==> src/rtl/wb_stage.sv <==
// RV32I writeback stage: selects ALU / PC+4 / load result and issues a single-cycle
// register-file write; loads wait for the data-memory response and are aligned/extended here.
module wb_stage #(
  parameter int unsigned TIMEOUT = 16
) (
  input  logic        clk,
  input  logic        reset,
  input  logic        in_valid,
  output logic        in_ready,
  input  logic [4:0]  in_rd,
  input  logic [1:0]  in_wb_sel,
  input  logic [31:0] in_alu_result,
  input  logic [31:0] in_pc_plus4,
  input  logic [2:0]  in_funct3,
  input  logic [1:0]  in_addr_lo,
  input  logic        dmem_rvalid,
  input  logic [31:0] dmem_rdata,
  output logic        rf_we,
  output logic [4:0]  rf_waddr,
  output logic [31:0] rf_wdata,
  output logic        load_err,
  output logic        timeout_err
);

  typedef enum logic [0:0] {S_IDLE, S_WAIT_LOAD} state_t;

  localparam logic [1:0] SEL_ALU  = 2'b00;
  localparam logic [1:0] SEL_LOAD = 2'b01;
  localparam logic [1:0] SEL_PC4  = 2'b10;
  localparam logic [7:0] TO_LAST  = 8'(TIMEOUT - 1);

  state_t      r_state;
  logic [7:0]  r_cnt;
  logic [4:0]  r_rd;
  logic [2:0]  r_funct3;
  logic [1:0]  r_addr_lo;

  logic        w_accept;
  logic        w_load_illegal;
  logic [31:0] w_load_data;

  function automatic logic [31:0] extract(input logic [2:0] f3, input logic [1:0] alo,
                                          input logic [31:0] word);
    logic [7:0]  b;
    logic [15:0] h;
    b = word[8*alo +: 8];
    h = alo[1] ? word[31:16] : word[15:0];
    case (f3)
      3'b000:  return {{24{b[7]}}, b};
      3'b001:  return {{16{h[15]}}, h};
      3'b100:  return {24'h0, b};
      3'b101:  return {16'h0, h};
      default: return word;
    endcase
  endfunction

  assign in_ready = (r_state == S_IDLE);
  assign w_accept = in_valid & in_ready;

  // Undefined funct3 encodings, odd halfword addresses and non-word-aligned LW are rejected.
  assign w_load_illegal = (in_funct3 == 3'b011) || (in_funct3 == 3'b110) || (in_funct3 == 3'b111)
                       || (((in_funct3 == 3'b001) || (in_funct3 == 3'b101)) && in_addr_lo[0])
                       || ((in_funct3 == 3'b010) && (in_addr_lo != 2'b00));

  assign w_load_data = extract(r_funct3, r_addr_lo, dmem_rdata);

  always_ff @(posedge clk) begin
    if (reset) begin
      r_state     <= S_IDLE;
      r_cnt       <= 8'd0;
      r_rd        <= 5'd0;
      r_funct3    <= 3'd0;
      r_addr_lo   <= 2'd0;
      rf_we       <= 1'b0;
      rf_waddr    <= 5'd0;
      rf_wdata    <= 32'd0;
      load_err    <= 1'b0;
      timeout_err <= 1'b0;
    end else begin
      // NOTE: pulse outputs default low every cycle via non-blocking assignment; a later
      // assignment in this block overrides the default without creating a race or latch.
      rf_we       <= 1'b0;
      load_err    <= 1'b0;
      timeout_err <= 1'b0;
      case (r_state)
        S_IDLE: begin
          if (w_accept) begin
            case (in_wb_sel)
              SEL_ALU, SEL_PC4: begin
                if (in_rd != 5'd0) begin
                  rf_we    <= 1'b1;
                  rf_waddr <= in_rd;
                  rf_wdata <= (in_wb_sel == SEL_PC4) ? in_pc_plus4 : in_alu_result;
                end
              end
              SEL_LOAD: begin
                if (w_load_illegal) begin
                  load_err <= 1'b1;
                end else begin
                  r_rd      <= in_rd;
                  r_funct3  <= in_funct3;
                  r_addr_lo <= in_addr_lo;
                  r_cnt     <= 8'd0;
                  r_state   <= S_WAIT_LOAD;
                end
              end
              default: ;
            endcase
          end
        end
        S_WAIT_LOAD: begin
          if (dmem_rvalid) begin
            r_state <= S_IDLE;
            if (r_rd != 5'd0) begin
              rf_we    <= 1'b1;
              rf_waddr <= r_rd;
              rf_wdata <= w_load_data;
            end
          end else if ((TIMEOUT != 0) && (r_cnt == TO_LAST)) begin
            r_state     <= S_IDLE;
            timeout_err <= 1'b1;
          end else begin
            r_cnt <= r_cnt + 8'd1;
          end
        end
        default: r_state <= S_IDLE;
      endcase
    end
  end

endmodule
==> config.mk <==
export PLATFORM = sky130hd
export DESIGN_NAME = wb_stage
export DESIGN_NICKNAME = d
export VERILOG_FILES = /design/src/rtl/wb_stage.sv
export SDC_FILE = /design/constraint.sdc
export NUM_CORES = 1
export LEC_CHECK = 0
export BUFFER_PORTS_ARGS = -buffer_cell sky130_fd_sc_hd__buf_2
export CAP_MARGIN = 20
export CELL_PAD_IN_SITES_DETAIL_PLACEMENT = 2
export CELL_PAD_IN_SITES_GLOBAL_PLACEMENT = 2
export CORE_UTILIZATION = 23
export DETAILED_ROUTE_END_ITERATION = 7
export PLACE_DENSITY_LB_ADDON = 0.1
export SYNTH_ARGS = -nofsm -noshare
export SYNTH_HDL_FRONTEND = slang
export SYNTH_SLANG_ARGS = --single-unit
export TNS_END_PERCENT = 1
==> constraint.sdc <==
create_clock -name clk -period 1.8 [get_ports clk]
set_input_delay 0 -clock clk [delete_from_list [all_inputs] [get_ports clk]]
set_output_delay 0 -clock clk [all_outputs]
set_load 0.05 [all_outputs]
==> flow_summary.json <==
{
  "violations": "negative setup slack",
  "via_per_inst": 5.070,
  "post-route-period-util_pct": 104.4,
  "cp_cell_sequence": "or4_1 -> or3_4 -> and2_4 -> buf_6 -> buf_4 -> a211oi_2",
  "first_global_vias": 4451,
  "maxCapViolCount": 0,
  "synth.distinct_cells": 47,
  "rsz0062_at_grt": "true",
  "finalPower_uw": 3879,
  "pre_cts_ws_ps": -119.5,
  "syn_avg_cell_area_um2": 7.502,
  "synth_warnings": 0,
  "grt_overflow": 0,
  "whs_ps": 57.92,
  "start_util_pct": 23.64,
  "drv_slew": 0,
  "dp_hpwl_um": 11810,
  "ys_ff_latch": 59,
  "crit_slowest_cell": "or4_1",
  "first_iter_violations": 119,
  "antennaDiodeCount": 0,
  "status": "complete, but fails checks",
  "postLayoutSetupSlackWorst_ps": -78.57,
  "grt_max_degree": 44,
  "fillers": 1819,
  "cts_max_level": 3,
  "vias": 4228,
  "ctsRootBufferMaster": "clkbuf_16",
  "worstPathRequired_ps": 2050,
  "gp_congestion": 0.7827,
  "postLayoutCoreUtil_pct": 35.40,
  "dieWidth_um": 127.0,
  "drt-pass1-iter-count": 4,
  "grt.total_usage_pct": 19.53,
  "syn_inst": 479,
  "yosysMostFrequentCell": "nand2_1",
  "max_stage_delay_ps": 520,
  "leakage_uw": 0.002385,
  "rrSetupSlack_ps": -80,
  "die_h_um": 127.0,
  "clockBufferDepth": 2,
  "ioPinCount": 153,
  "min_to": "rf_wdata[24]",
  "ys_top_cells_by_count": "101 x nand2_1, 59 x dfxtp_1, 47 x nor2_1",
  "synth.area.top_cells": "dfxtp_1 33%, nand2_1 11%, a21oi_1 6.3%",
  "synth_edf_count": 0,
  "critPathTopFamily": "simple AND/OR/NAND/NOR gates",
  "ir_worst_vdd_v": 0.0004071,
  "rows": 45,
  "clkSlewWorstSetupHoldPaths_ps": 50,
  "fin_cells": 834,
  "nNetsFinal": 756,
  "ys_async_sr_fraction_pct": 0,
  "holdCritStartpoint": "in_alu_result[24]",
  "crit_path_start": "r_rd[4]",
  "dp.cells": 799,
  "worstPathMaxFanout": 8,
  "final-hold-violation-count": 0,
  "antenna_found_initial": 0,
  "dieArea_um2": 16130,
  "insertion_delay_ps": 330,
  "fmax_ghz": 0.5323,
  "max_slew.worst_pin.slew_ps": 813.7,
  "ys_seq_area_share_pct": 32.87,
  "cp_num_cells": 6,
  "cts_num_sinks": 59,
  "synth_area_um2": 3593,
  "power_density_nw_per_um2": 720.9,
  "timing.rr.end": "rf_waddr[1]",
  "relSlewSlack_pct": 45.76,
  "finalClockSkew_ps": 2.531,
  "drive_above_1_share_pct": 40.25,
  "arrival_ps": 2130,
  "synthFlopType": "dfxtp_1",
  "holdPathStages": 4,
  "cts_tree": "built",
  "syn-num-nets": 592,
  "ant_nets": 0,
  "synth_top_area_share_pct": 32.87,
  "cts_made_buffers": 9,
  "start_kind": "register",
  "numPortBuffers": 152,
  "area_growth_pct": 49.76,
  "final-setup-viol-count": 28,
  "crit_path_end_kind": "register",
  "drc": 0,
  "path_class": "register to register",
  "post_drt_wl_per_cell_um": 19.54,
  "fp.coreArea_um2": 15200,
  "wirelength_um": 16300,
  "cp_num_buf_inv": 2,
  "grt_pass1_wl_um": 24330,
  "yosysTopAreaCell": "dfxtp_1",
  "finalCriticalPeriod_ps": 1879,
  "reg2reg_from": "r_rd[4]",
  "hold_class": "primary input to register",
  "rr_worst_depth": 6
}
[cell families (layout without fill, tap and decap cells)]
group / count (synthesis) / count (layout) / synth area share [%]
compound gates: 118 / 119 / 23.54
mux: 18 / 18 / 5.362
flops: 59 / 59 / 32.87
xor+xnor: 3 / 3 / 0.7313
fa+ha+maj: 1 / 1 / 0.3481
simple gates: 231 / 231 / 30.47
buf+inv: 49 / 215 / 6.685
[registers in the layout, summed over array words and instances, names as in the netlist]
register	count
rf_wdata	32
r_cnt	8
r_rd	5
rf_waddr	5
r_funct3	3
r_addr_lo	2
load_err	1
r_state	1
rf_we	1
timeout_err	1
[worst reg2reg max path: cells and delay by family (launching register included)]
kind | cells | cell delay (ps)
buf+inv | 2 | 280
flops | 1 | 310
simple gates | 3 | 1070
compound gates | 1 | 150
[routing by layer]
metal	wire length, µm	global-route usage [%]
met5	0	0
met2	8048	33.78
met1	7492	24.86
met3	631	3.769
met4	126	4.972
[cell type report]
class	count	area [µm²]	share of cell area, %
Timing Repair Buffer	198	1244	23.11
Inverter	3	11.26	0.2093
Tap cell	188	235.2	4.371
Clock buffer	11	232.7	4.325
Clock inverter	3	17.52	0.3255
Multi-Input combinational cell	372	2454	45.59
Sequential cell	59	1187	22.06
[per-stage QoR]
stage | area, µm² | TNS, ps
6_report | 5381 | -757.8
5_1_grt | 5381 | -2599
4_1_cts | 5062 | -660.8
3_5_place_dp | 4608 | -1387
3_3_place_gp | 4608 | -232.8
2_1_floorplan | 3593 | 0
[placed cells by master, fill, tap and decap left out, drive strengths merged, types with 14 or more instances in the layout]
cell type / Yosys / final
a211oi: 14 / 14
a21oi: 45 / 45
and3: 25 / 25
buf: 15 / 183
dfxtp: 59 / 59
mux2i: 17 / 17
nand2: 102 / 102
nand3b: 17 / 17
nor2: 47 / 47
o41ai: 17 / 17
[power breakdown]
| group | internal (µW) | switching [µW] | leakage, µW |
|---|---|---|---|
| combinational | 359 | 591 | 0.00178 |
| clock | 911 | 612 | 0.000121 |
| sequential | 1370 | 38.1 | 0.000483 |
| total | 2640 | 1240 | 0.00239 |
[how the worst max path moves through the flow]
stage,endpoint,slack [ps]
final,rf_waddr[1],-80
after global placement,rf_wdata[20],-30
after floorplan,rf_wdata[21],7
after CTS,rf_wdata[19],-60
after detailed placement,rf_wdata[20],-120
after global routing,rf_waddr[1],-110
[what timing repair did]
| action | in CTS | in global routing |
|---|---|---|
| endpoints found under the setup margin | 33 | 42 |
| cloned | 0 | 3 |
| endpoints found under the hold margin | 12 | 0 |
| hold buffers | 13 | 0 |
| setup buffers | 0 | 5 |
| gates resized for setup | 14 | 45 |
| pin swaps | 0 | 5 |
Power figures use the tool's default switching activity.
